File: config.mk
export PLATFORM = sky130hd
export DESIGN_NAME = store_commit_queue_flat
export DESIGN_NICKNAME = d
export VERILOG_FILES = /design/src/rtl/store_commit_queue_pkg.sv /design/src/rtl/store_commit_queue_if.sv /design/src/rtl/store_commit_queue_fwd.sv /design/src/rtl/store_commit_queue.sv /design/src/flat_wrapper.sv
export SDC_FILE = /design/constraint.sdc
export NUM_CORES = 1
export LEC_CHECK = 0
export ABC_AREA = 1
export CAP_MARGIN = 20
export CORE_UTILIZATION = 53
export DETAILED_ROUTE_END_ITERATION = 7
export DONT_BUFFER_PORTS = 1
export PLACE_DENSITY = 0.65
export SYNTH_ARGS = -nofsm -noshare
export SYNTH_HDL_FRONTEND = slang
export SYNTH_SLANG_ARGS = --single-unit
File: constraint.sdc
create_clock -name clock -period 4.9 [get_ports clock]
set_clock_uncertainty 0.1 [all_clocks]
set_input_delay 0.98 -clock clock [delete_from_list [all_inputs] [get_ports clock]]
set_output_delay 0.98 -clock clock [all_outputs]
set_load 0.05 [all_outputs]
File: src/rtl/store_commit_queue_pkg.sv
// store_commit_queue_pkg
// Shared definitions for the store commit queue: drain FSM state encoding
// and the word-address LSB used by the queue, the load unit and the cache.
package store_commit_queue_pkg;

  localparam logic [0:0] SQ_IDLE  = 1'b0;
  localparam logic [0:0] SQ_WRITE = 1'b1;

  // Byte-address bits below this index select a byte within a word.
  localparam int WORD_LSB = 2;

endpackage

File: src/rtl/store_commit_queue_if.sv
// store_commit_queue_if
// Bundles the three buses around the store commit queue:
//   commit side  : commitValid/commitAddr/commitData in, commitReady out
//   cache side   : cacheWriteEnable/Addr/Data out, cacheWriteDone in
//   forward side : loadAddr in, fwdHit/fwdData out
//   status       : count, drained out
// Modport slave is the queue itself; master is its environment.
interface store_commit_queue_if #(
  parameter int DEPTH  = 4,
  parameter int ADDR_W = 32,
  parameter int DATA_W = 32
);
  logic                       commitValid;
  logic [ADDR_W-1:0]          commitAddr;
  logic [DATA_W-1:0]          commitData;
  logic                       commitReady;
  logic                       cacheWriteEnable;
  logic [ADDR_W-1:0]          cacheWriteAddr;
  logic [DATA_W-1:0]          cacheWriteData;
  logic                       cacheWriteDone;
  logic [ADDR_W-1:0]          loadAddr;
  logic                       fwdHit;
  logic [DATA_W-1:0]          fwdData;
  logic [$clog2(DEPTH+1)-1:0] count;
  logic                       drained;

  modport slave (
    input  commitValid, commitAddr, commitData, cacheWriteDone, loadAddr,
    output commitReady, cacheWriteEnable, cacheWriteAddr, cacheWriteData,
           fwdHit, fwdData, count, drained
  );

  modport master (
    output commitValid, commitAddr, commitData, cacheWriteDone, loadAddr,
    input  commitReady, cacheWriteEnable, cacheWriteAddr, cacheWriteData,
           fwdHit, fwdData, count, drained
  );
endinterface

File: src/rtl/store_commit_queue_fwd.sv
// sq_forward_match
// Store-to-load forwarding selector. Compares every valid entry against
// loadAddr on word address and returns the data of the youngest match.
// Ports: valid/addr/data per entry, head (oldest entry index), loadAddr;
//        hit and hitData out (hitData is 0 when there is no hit).
module sq_forward_match
  import store_commit_queue_pkg::*;
#(
  parameter int DEPTH  = 4,
  parameter int ADDR_W = 32,
  parameter int DATA_W = 32,
  localparam int PTR_W = $clog2(DEPTH)
) (
  input  logic [DEPTH-1:0]             valid,
  input  logic [DEPTH-1:0][ADDR_W-1:0] addr,
  input  logic [DEPTH-1:0][DATA_W-1:0] data,
  input  logic [PTR_W-1:0]             head,
  input  logic [ADDR_W-1:0]            loadAddr,
  output logic                         hit,
  output logic [DATA_W-1:0]            hitData
);

  logic [PTR_W-1:0] idx;

  // Walk from oldest (head) to youngest; a later match overrides an earlier
  // one, so the entry closest to tail wins. Index wraps as DEPTH is 2^n.
  always_comb begin
    hit     = 1'b0;
    hitData = '0;
    idx     = '0;
    for (int i = 0; i < DEPTH; i++) begin
      idx = head + PTR_W'(i);
      if (valid[idx] &&
          (addr[idx][ADDR_W-1:WORD_LSB] == loadAddr[ADDR_W-1:WORD_LSB])) begin
        hit     = 1'b1;
        hitData = data[idx];
      end
    end
  end

endmodule

File: src/rtl/store_commit_queue.sv
// store_commit_queue
// Buffers stores retired by the ROB and drains them in program order to the
// data cache write port; also forwards committed-but-unwritten store data.
// Ports: clock, reset (async, active low), bus (store_commit_queue_if.slave).
module store_commit_queue
  import store_commit_queue_pkg::*;
#(
  parameter int DEPTH  = 4,
  parameter int ADDR_W = 32,
  parameter int DATA_W = 32
) (
  input  logic                clock,
  input  logic                reset,
  store_commit_queue_if.slave bus
);

  localparam int PTR_W = $clog2(DEPTH);
  localparam int CNT_W = $clog2(DEPTH + 1);

  logic [PTR_W-1:0]             head;
  logic [PTR_W-1:0]             tail;
  logic [CNT_W-1:0]             cnt;
  logic [0:0]                   state;
  logic [DEPTH-1:0]             valid;
  logic [DEPTH-1:0]             valid_nxt;
  logic [DEPTH-1:0][ADDR_W-1:0] mem_addr;
  logic [DEPTH-1:0][DATA_W-1:0] mem_data;
  logic                         ready;
  logic                         push;
  logic                         pop;
  logic                         fwd_hit;
  logic [DATA_W-1:0]            fwd_data;

  assign ready = (cnt != CNT_W'(DEPTH));
  assign push  = bus.commitValid && ready;
  // Done outside WRITE is ignored.
  assign pop   = (state == SQ_WRITE) && bus.cacheWriteDone;

  always_comb begin
    valid_nxt = valid;
    if (pop)  valid_nxt[head] = 1'b0;
    if (push) valid_nxt[tail] = 1'b1;
  end

  always_ff @(posedge clock or negedge reset) begin
    if (!reset) begin
      state <= SQ_IDLE;
      head  <= '0;
      tail  <= '0;
      cnt   <= '0;
      valid <= '0;
    end else begin
      valid <= valid_nxt;
      if (push) tail <= tail + 1'b1;
      if (pop)  head <= head + 1'b1;
      if (push && !pop)      cnt <= cnt + 1'b1;
      else if (pop && !push) cnt <= cnt - 1'b1;
      case (state)
        SQ_IDLE:  if (cnt != '0) state <= SQ_WRITE;
        SQ_WRITE: if (bus.cacheWriteDone) state <= SQ_IDLE;
        default:  state <= SQ_IDLE;
      endcase
    end
  end

  // Payload storage needs no reset: valid bits and the WRITE-state gating
  // below keep stale contents from ever reaching an output. Push can never
  // target head during WRITE because the queue would then be full.
  always_ff @(posedge clock) begin
    if (push) begin
      mem_addr[tail] <= bus.commitAddr;
      mem_data[tail] <= bus.commitData;
    end
  end

  sq_forward_match #(
    .DEPTH  (DEPTH),
    .ADDR_W (ADDR_W),
    .DATA_W (DATA_W)
  ) u_fwd (
    .valid    (valid),
    .addr     (mem_addr),
    .data     (mem_data),
    .head     (head),
    .loadAddr (bus.loadAddr),
    .hit      (fwd_hit),
    .hitData  (fwd_data)
  );

  assign bus.commitReady      = ready;
  assign bus.cacheWriteEnable = (state == SQ_WRITE);
  assign bus.cacheWriteAddr   = (state == SQ_WRITE) ? mem_addr[head] : '0;
  assign bus.cacheWriteData   = (state == SQ_WRITE) ? mem_data[head] : '0;
  assign bus.fwdHit           = fwd_hit;
  assign bus.fwdData          = fwd_data;
  assign bus.count            = cnt;
  assign bus.drained          = (cnt == '0) && (state == SQ_IDLE);

endmodule

File: src/flat_wrapper.sv
// flat-port wrapper written by rule: the top's interface ports become plain ports
module store_commit_queue_flat import store_commit_queue_pkg::*;
#(
  parameter int DEPTH  = 4,
  parameter int ADDR_W = 32,
  parameter int DATA_W = 32
)
  (clock, reset, bus_commitValid, bus_commitAddr, bus_commitData, bus_cacheWriteDone, bus_loadAddr, bus_commitReady, bus_cacheWriteEnable, bus_cacheWriteAddr, bus_cacheWriteData, bus_fwdHit, bus_fwdData, bus_count, bus_drained);
  store_commit_queue_if #(.DEPTH(DEPTH), .ADDR_W(ADDR_W), .DATA_W(DATA_W)) bus_i ();
  input  logic clock;
  input  logic reset;
  input wire logic [$bits(bus_i.commitValid)-1:0] bus_commitValid;
  input wire logic [$bits(bus_i.commitAddr)-1:0] bus_commitAddr;
  input wire logic [$bits(bus_i.commitData)-1:0] bus_commitData;
  input wire logic [$bits(bus_i.cacheWriteDone)-1:0] bus_cacheWriteDone;
  input wire logic [$bits(bus_i.loadAddr)-1:0] bus_loadAddr;
  output wire logic [$bits(bus_i.commitReady)-1:0] bus_commitReady;
  output wire logic [$bits(bus_i.cacheWriteEnable)-1:0] bus_cacheWriteEnable;
  output wire logic [$bits(bus_i.cacheWriteAddr)-1:0] bus_cacheWriteAddr;
  output wire logic [$bits(bus_i.cacheWriteData)-1:0] bus_cacheWriteData;
  output wire logic [$bits(bus_i.fwdHit)-1:0] bus_fwdHit;
  output wire logic [$bits(bus_i.fwdData)-1:0] bus_fwdData;
  output wire logic [$bits(bus_i.count)-1:0] bus_count;
  output wire logic [$bits(bus_i.drained)-1:0] bus_drained;
  assign bus_i.commitValid = bus_commitValid;
  assign bus_i.commitAddr = bus_commitAddr;
  assign bus_i.commitData = bus_commitData;
  assign bus_i.cacheWriteDone = bus_cacheWriteDone;
  assign bus_i.loadAddr = bus_loadAddr;
  assign bus_commitReady = bus_i.commitReady;
  assign bus_cacheWriteEnable = bus_i.cacheWriteEnable;
  assign bus_cacheWriteAddr = bus_i.cacheWriteAddr;
  assign bus_cacheWriteData = bus_i.cacheWriteData;
  assign bus_fwdHit = bus_i.fwdHit;
  assign bus_fwdData = bus_i.fwdData;
  assign bus_count = bus_i.count;
  assign bus_drained = bus_i.drained;
  store_commit_queue #(.DEPTH(DEPTH), .ADDR_W(ADDR_W), .DATA_W(DATA_W)) u_core (.clock(clock), .reset(reset), .bus(bus_i));
endmodule
# Word level (Yosys, flattened, before mapping)
# Index checks and enable logic that the tools add are counted.
[classes]
n_reduce_logical = 16
add_sub_neg = 6
bitwise_logic = 4
mux = 49
n_eq_ne = 5
magnitude_cmp = 7
[ops]
columns = ["operator", "count"]
rows = [
  ["binary-select mux 32 bit (select 2 bit)", 8],
  ["two-way mux 32 bit", 15],
  ["bitwise mux 128 bit", 2],
  ["== test 30 bit", 4],
  ["demux 32 bit (select 2 bit)", 1],
  ["< comparator 2 x 3 -> 1 bit (second input constant)", 5],
  ["two-way mux 1 bit", 12],
  ["logical AND 1 bit", 11],
  ["binary-select mux 1 bit (select 2 bit)", 4],
  ["two-way mux 4 bit", 2],
  ["two-way mux 3 bit", 2],
  ["adder 2 x 1 -> 2 bit (second input constant)", 2],
  ["adder 2 bit (second input constant)", 2],
  ["bitwise AND 4 bit", 1],
  ["demux 1 bit (select 2 bit)", 2],
  ["greater-or-equal comparator 2 x 1 -> 1 bit (second input constant)", 2],
  ["inverter 4 bit", 1],
  ["bitwise OR 4 bit", 1],
  ["adder 3 x 1 -> 3 bit (second input constant)", 1],
  ["zero test 3 bit", 1],
  ["inequality test 3 bit (second input constant)", 1],
  ["nonzero test 3 bit", 1],
  ["subtractor 3 x 1 -> 3 bit (second input constant)", 1],
  ["zero test 1 bit", 2],
  ["3 further kinds", 3],
]
[word_totals]
output_inout_bits = 103
input_bits = 100
ff_bits = 268
elab_cells = 100

# Logic depth before layout (Yosys ltp)
# Gate-level depths: netlist (run 1).
[depth]
word_depth = 9
ltp_mapped = 26
depth_no_buf = 19

# By module
# From an unflattened synthesis (run 1), not the netlist that was laid out.
[unflattened]
cells_unflattened = 3375
hier_area_um2 = 21468.1
[by_module_without_submodules]
columns = ["module", "seq_area_each_um2", "n_inst", "cells_per_inst", "area_per_inst_um2"]
rows = [
  ["store_commit_queue", 7987.7, 1, 1088, 11474.8],
  ["sq_forward_match", 0.0, 1, 2287, 9993.3],
]

# Worst setup path before layout (run 1)
# Ideal clock, no wire load.
[synth_timing]
path_kind = "flip-flop to output port"
from = "register u_core.head[1]"
to = "output bus_fwdData[0]"
stages_incl_launch_ff = 23
n_path_buf = 9
required_ns = 3.820
arrival_time_ns = 3.717
slack_ns = 0.103
path_cell_list = "dfrtp_1 > buf_2 > inv_2 > clkbuf_1 > clkbuf_1 > clkbuf_1 > ha_1 > buf_2 > inv_2 > buf_4 > buf_2 > nand3_1 > nand3_1 > nand2_1 > a31oi_1 > nand2_1 > nor2_1 > nand2_1 > nor2_1 > buf_2 > buf_2 > o211ai_1 > nand2_1"
[synth_between]
elab_chain_cells = 8
word_cells_on_any_way = 39
cone_classes = "add/sub (3); eq/ne (4); mux (28); reduce/logical (4)"
[synth_rtl]
columns = ["element", "line_no", "rtl"]
rows = [
  ["start: declaration", "store_commit_queue.sv:20", "logic [PTR_W-1:0] head;"],
  ["start signal: assignment", "store_commit_queue.sv:55", "if (pop) head <= head + 1'b1;"],
  ["adder 2 x 1 -> 2 bit / binary-select mux 32 bit (select 2 bit) (equally long branches)", "store_commit_queue_fwd.sv:32, store_commit_queue_fwd.sv:34", ""],
  ["binary-select mux 32 bit (select 2 bit) / two-way mux 32 bit (equally long branches)", "store_commit_queue_fwd.sv:34", "(addr[idx][ADDR_W-1:WORD_LSB] == loadAddr[ADDR_W-1:WORD_LSB])) begin"],
  ["two-way mux 32 bit (implied by the code) / == test 30 bit (equally long branches)", "store_commit_queue_fwd.sv:34", ""],
  ["== test 30 bit / logical AND 1 bit (equally long branches)", "store_commit_queue_fwd.sv:34, store_commit_queue_fwd.sv:33", ""],
  ["logical AND 1 bit / two-way mux 32 bit (equally long branches)", "store_commit_queue_fwd.sv:33", "if (valid[idx] &&"],
  ["two-way mux 32 bit (2 in series)", "store_commit_queue_fwd.sv:33", ""],
  ["two-way mux 32 bit *", "store_commit_queue_fwd.sv:33", ""],
  ["end: declaration", "flat_wrapper.sv:22", "output wire logic [$bits(bus_i.fwdData)-1:0] bus_fwdData;"],
]
# Mark *: on every way between the ends. The rest lies on a longest branch, timed or not. The select of a mux whose other input is x is not followed.

# Final worst setup path (run 1)
[layout_timing]
from = "register u_core.head[0]"
to = "output bus_fwdData[17]"
# The elaborated chain is that of the path after synthesis.

==> impl_metrics.toml, run 1 <==
[status]
status = "finished, final reports clean"

[clock_network]
htreeDepth = 1
clock_latency_ps = 590
cts_tree = "yes"
root_buffer = "clkbuf_16"
clkTransAtPathRegs_ps = 60
cts_buffers = 31
ctsLongestPathBuffers = 3
cts.sinks = 268

[logic_synthesis]
syn-num-nets = 2662
synthMuxAreaShare_pct = 0.0625
synth_fa_ha_area_share_pct = 0.737
synth_enable_flop_cells = 256
synthSimpleGateAreaFrac_pct = 32.7
synth-compound-area-share_pct = 12.1
synth_area_um2 = 18000
ys_top_cells_by_count = "nand2_1, nand3_1, o21ai_0"
yosysMostFrequentCell = "nand2_1"
ys_async_sr_fraction_pct = 4.48
synth_area_per_cell_um2 = 7.06
synth.top_cell.area_share_pct = 42.7
synth_cells = 2552
ys_ff_latch = 268
synth-main-ff-cell = "edfxtp_1"
yosysWarnings = 0
yosysTopAreaCell = "edfxtp_1"
ys_types = 32
synth_top_family_by_area = "simple AND/OR/NAND/NOR gates"
synth_area_leaders = "edfxtp_1, nand2_1, nand3_1, o21ai_0, inv_1"
synth-xor-area-share_pct = 0.827
ys_seq_area_share_pct = 44.4

[timing]
fin_crit_ps = 4800
max_slew.worst_pin.slew_ps = 995
slew_headroom_pct = 33.4
setup_violations = 0
hold_viol = 0
slew_viol_final = 0
min_period_over_period_pct = 98.0
fmax_ghz = 0.208
fin_ws_ps = 98.5

[global_routing]
grt_overflow_total = 0
first_global_vias = 15884
grt_pass1_wl_um = 85500
antenna_found_initial = 1
grt_start_max_net_pins = 157
grt_usage_pct = 31.5

[floorplanning]
coreArea_um2 = 33400
start_util_pct = 53.8
die_height_um = 186
io_pins = 203
die_x_um = 186
fp-row-count = 67
die-area_um2 = 34700

[critical_path]
start_kind = "flip-flop"
reg2reg_from = "u_core.bus.count[0]$_DFFE_PN0P_"
crit_path_end = "bus_fwdData[17]"
reg2reg_to = "u_core.mem_data[117]$_DFFE_PP_"
cp.arrival_ps = 3720
crit_fanout = 18
reg2regPathDepth = 5
endpoint_kind = "output pin"
critical_path_class = "flip-flop to output pin"
required_ps = 3820
r2r_slack_ps = 1580
setup.worst_path.start = "u_core.head[0]$_DFFE_PN0P_"

[routing]
wl_per_cell_um = 19.1
postRouteAntennaNets = 0
drt-total-wl_um = 58300
vias = 17676
drt_iter0_drc = 2123
first_pass_iters = 6
route.detailed.drc = 0
viasPerCell = 5.79

[layout]
fin_util_pct = 62.8
fill_cells = 2941
drive_gt1_share_pct = 8.33
layout.nets = 2691
n_antenna_cell = 0
area_growth_pct = 16.6
finalNonFillerCells = 3053

[run]
maxCapViolCount = 0

[power_and_ir_drop]
switchingPower_mw = 8.42
pwr-share-seq_pct = 21.0
ir_drop_mv = 0.745
combPwrFrac_pct = 64.4
swShare_pct = 53.4
leakage_nw = 9.57
clock_power_share_pct = 14.7
power_density_nw_per_um2 = 752
p_int_mw = 7.36

[place]
dp.cells = 2976
place_congestion = 0.990
port_buffers = 0
dp_hpwl_um = 34900
dp_slack_ps = 436

[worst_hold_path]
hp-class = "primary input to flip-flop"
[worst max-delay path, stage by stage, from the launching register on]
cell	delay, ps
dfrtp_4	470
inv_8	70
ha_4	320
buf_12	150
buf_16	180
nand3_1	130
nand3_1	160
nand2_1	70
inv_1	50
nand2_1	70
nor2_2	160
nand2_1	130
nor2_4	240
nand2_4	130
clkbuf_16	220
nand2_1	70
nand2_1	50
nand2_1	50
nand2_1	40
nand2_1	70
nand2_1	110
buf_12	180
[layer usage]
metal	vias to the layer above	track usage, %	share of wire, %
met5	-	0	0
met3	110	6.66	12
met4	0	11.5	2.8
met1	8112	42.6	40
li1	8455	-	-
met2	999	49.8	45
[metrics by stage]
stage          cell area, um2  hold slack [ps]  total power [mW]  TNS, ps
6_report                21000              370              15.8        0
2_1_floorplan           18000              369              10.3        0
5_1_grt                 21000              370              16.8    -15.3
4_1_cts                 20700              364              15.4        0
3_3_place_gp            19400              402              12.4        0
3_5_place_dp            19400              406              12.6        0
[cell usage in the layout, fill, tap and decap left out, types with 11 or more instances in the layout]
master / count
nand2_1: 980
nand3_1: 303
o21ai_0: 265
edfxtp_1: 256
inv_1: 245
nor2_1: 145
buf_4: 77
o211ai_1: 66
a21oi_1: 57
buf_12: 46
clkbuf_16: 39
xor2_1: 15
o21ai_1: 11
clkinv_1: 11
[kinds of logic after synthesis]
| group | after synthesis |
|---|---|
| simple gates | 1456 |
| compound gates | 402 |
| buf+inv | 398 |
| flops | 268 |
| xor+xnor | 17 |
| fa+ha+maj | 10 |
| mux | 1 |
[flip-flops by register name, indices dropped and copies added, names as in the netlist]
name	cells
u_core.bus.cacheWriteEnable	1
u_core.bus.count	3
u_core.head	2
u_core.mem_addr	128
u_core.mem_data	128
u_core.tail	2
u_core.valid	4
[what timing repair did]
action,CTS,global route
cloned,4,8
setup buffers,5,2
gates resized for setup,7,24
endpoints found under the setup margin,32,33
hold buffers,1,0
pin swaps,3,3
hold endpoints to repair,12,0
[power groups by stage]
stage          clock network [mW]  logic, mW  registers (mW)
2_1_floorplan                   0       6.97            3.31
3_3_place_gp                    0       9.12            3.33
3_5_place_dp                    0       9.29            3.34
4_1_cts                      2.33       9.74            3.29
5_1_grt                      2.41       11.1            3.35
6_report                     2.32       10.2            3.31
[worst min-delay path by stage]
stage	slack [ps]	startpoint	to	cells after the start
after global placement	400	u_core.valid[1]$_DFF_PN0_	u_core.valid[1]$_DFF_PN0_	2
after global routing	370	bus_commitData[0]	u_core.mem_data[0]$_DFFE_PP_	0
after detailed placement	410	u_core.valid[1]$_DFF_PN0_	u_core.valid[1]$_DFF_PN0_	2
after floorplan	370	u_core.valid[1]$_DFF_PN0_	u_core.valid[1]$_DFF_PN0_	2
after CTS	360	bus_cacheWriteDone	u_core.bus.cacheWriteEnable$_DFF_PN0_	1
final	370	bus_cacheWriteDone	u_core.bus.cacheWriteEnable$_DFF_PN0_	1
[cell type report]
cell class,count,area [um2],area share [%]
multi-input combinational,1886,8460,40.3
sequential,268,8000,38.1
timing repair buffer,143,1990,9.49
inverter,251,972,4.63
clock buffer,33,783,3.73
tap,448,561,2.67
clock inverter,24,226,1.08
(Power assumes the default switching activity.)
==> run 2, diff against run 1 <==
- CAP_MARGIN: 20 -> not set
==> results of run 2 <==
Same layout as run 1: the final DEF is identical, and so are final timing and power.
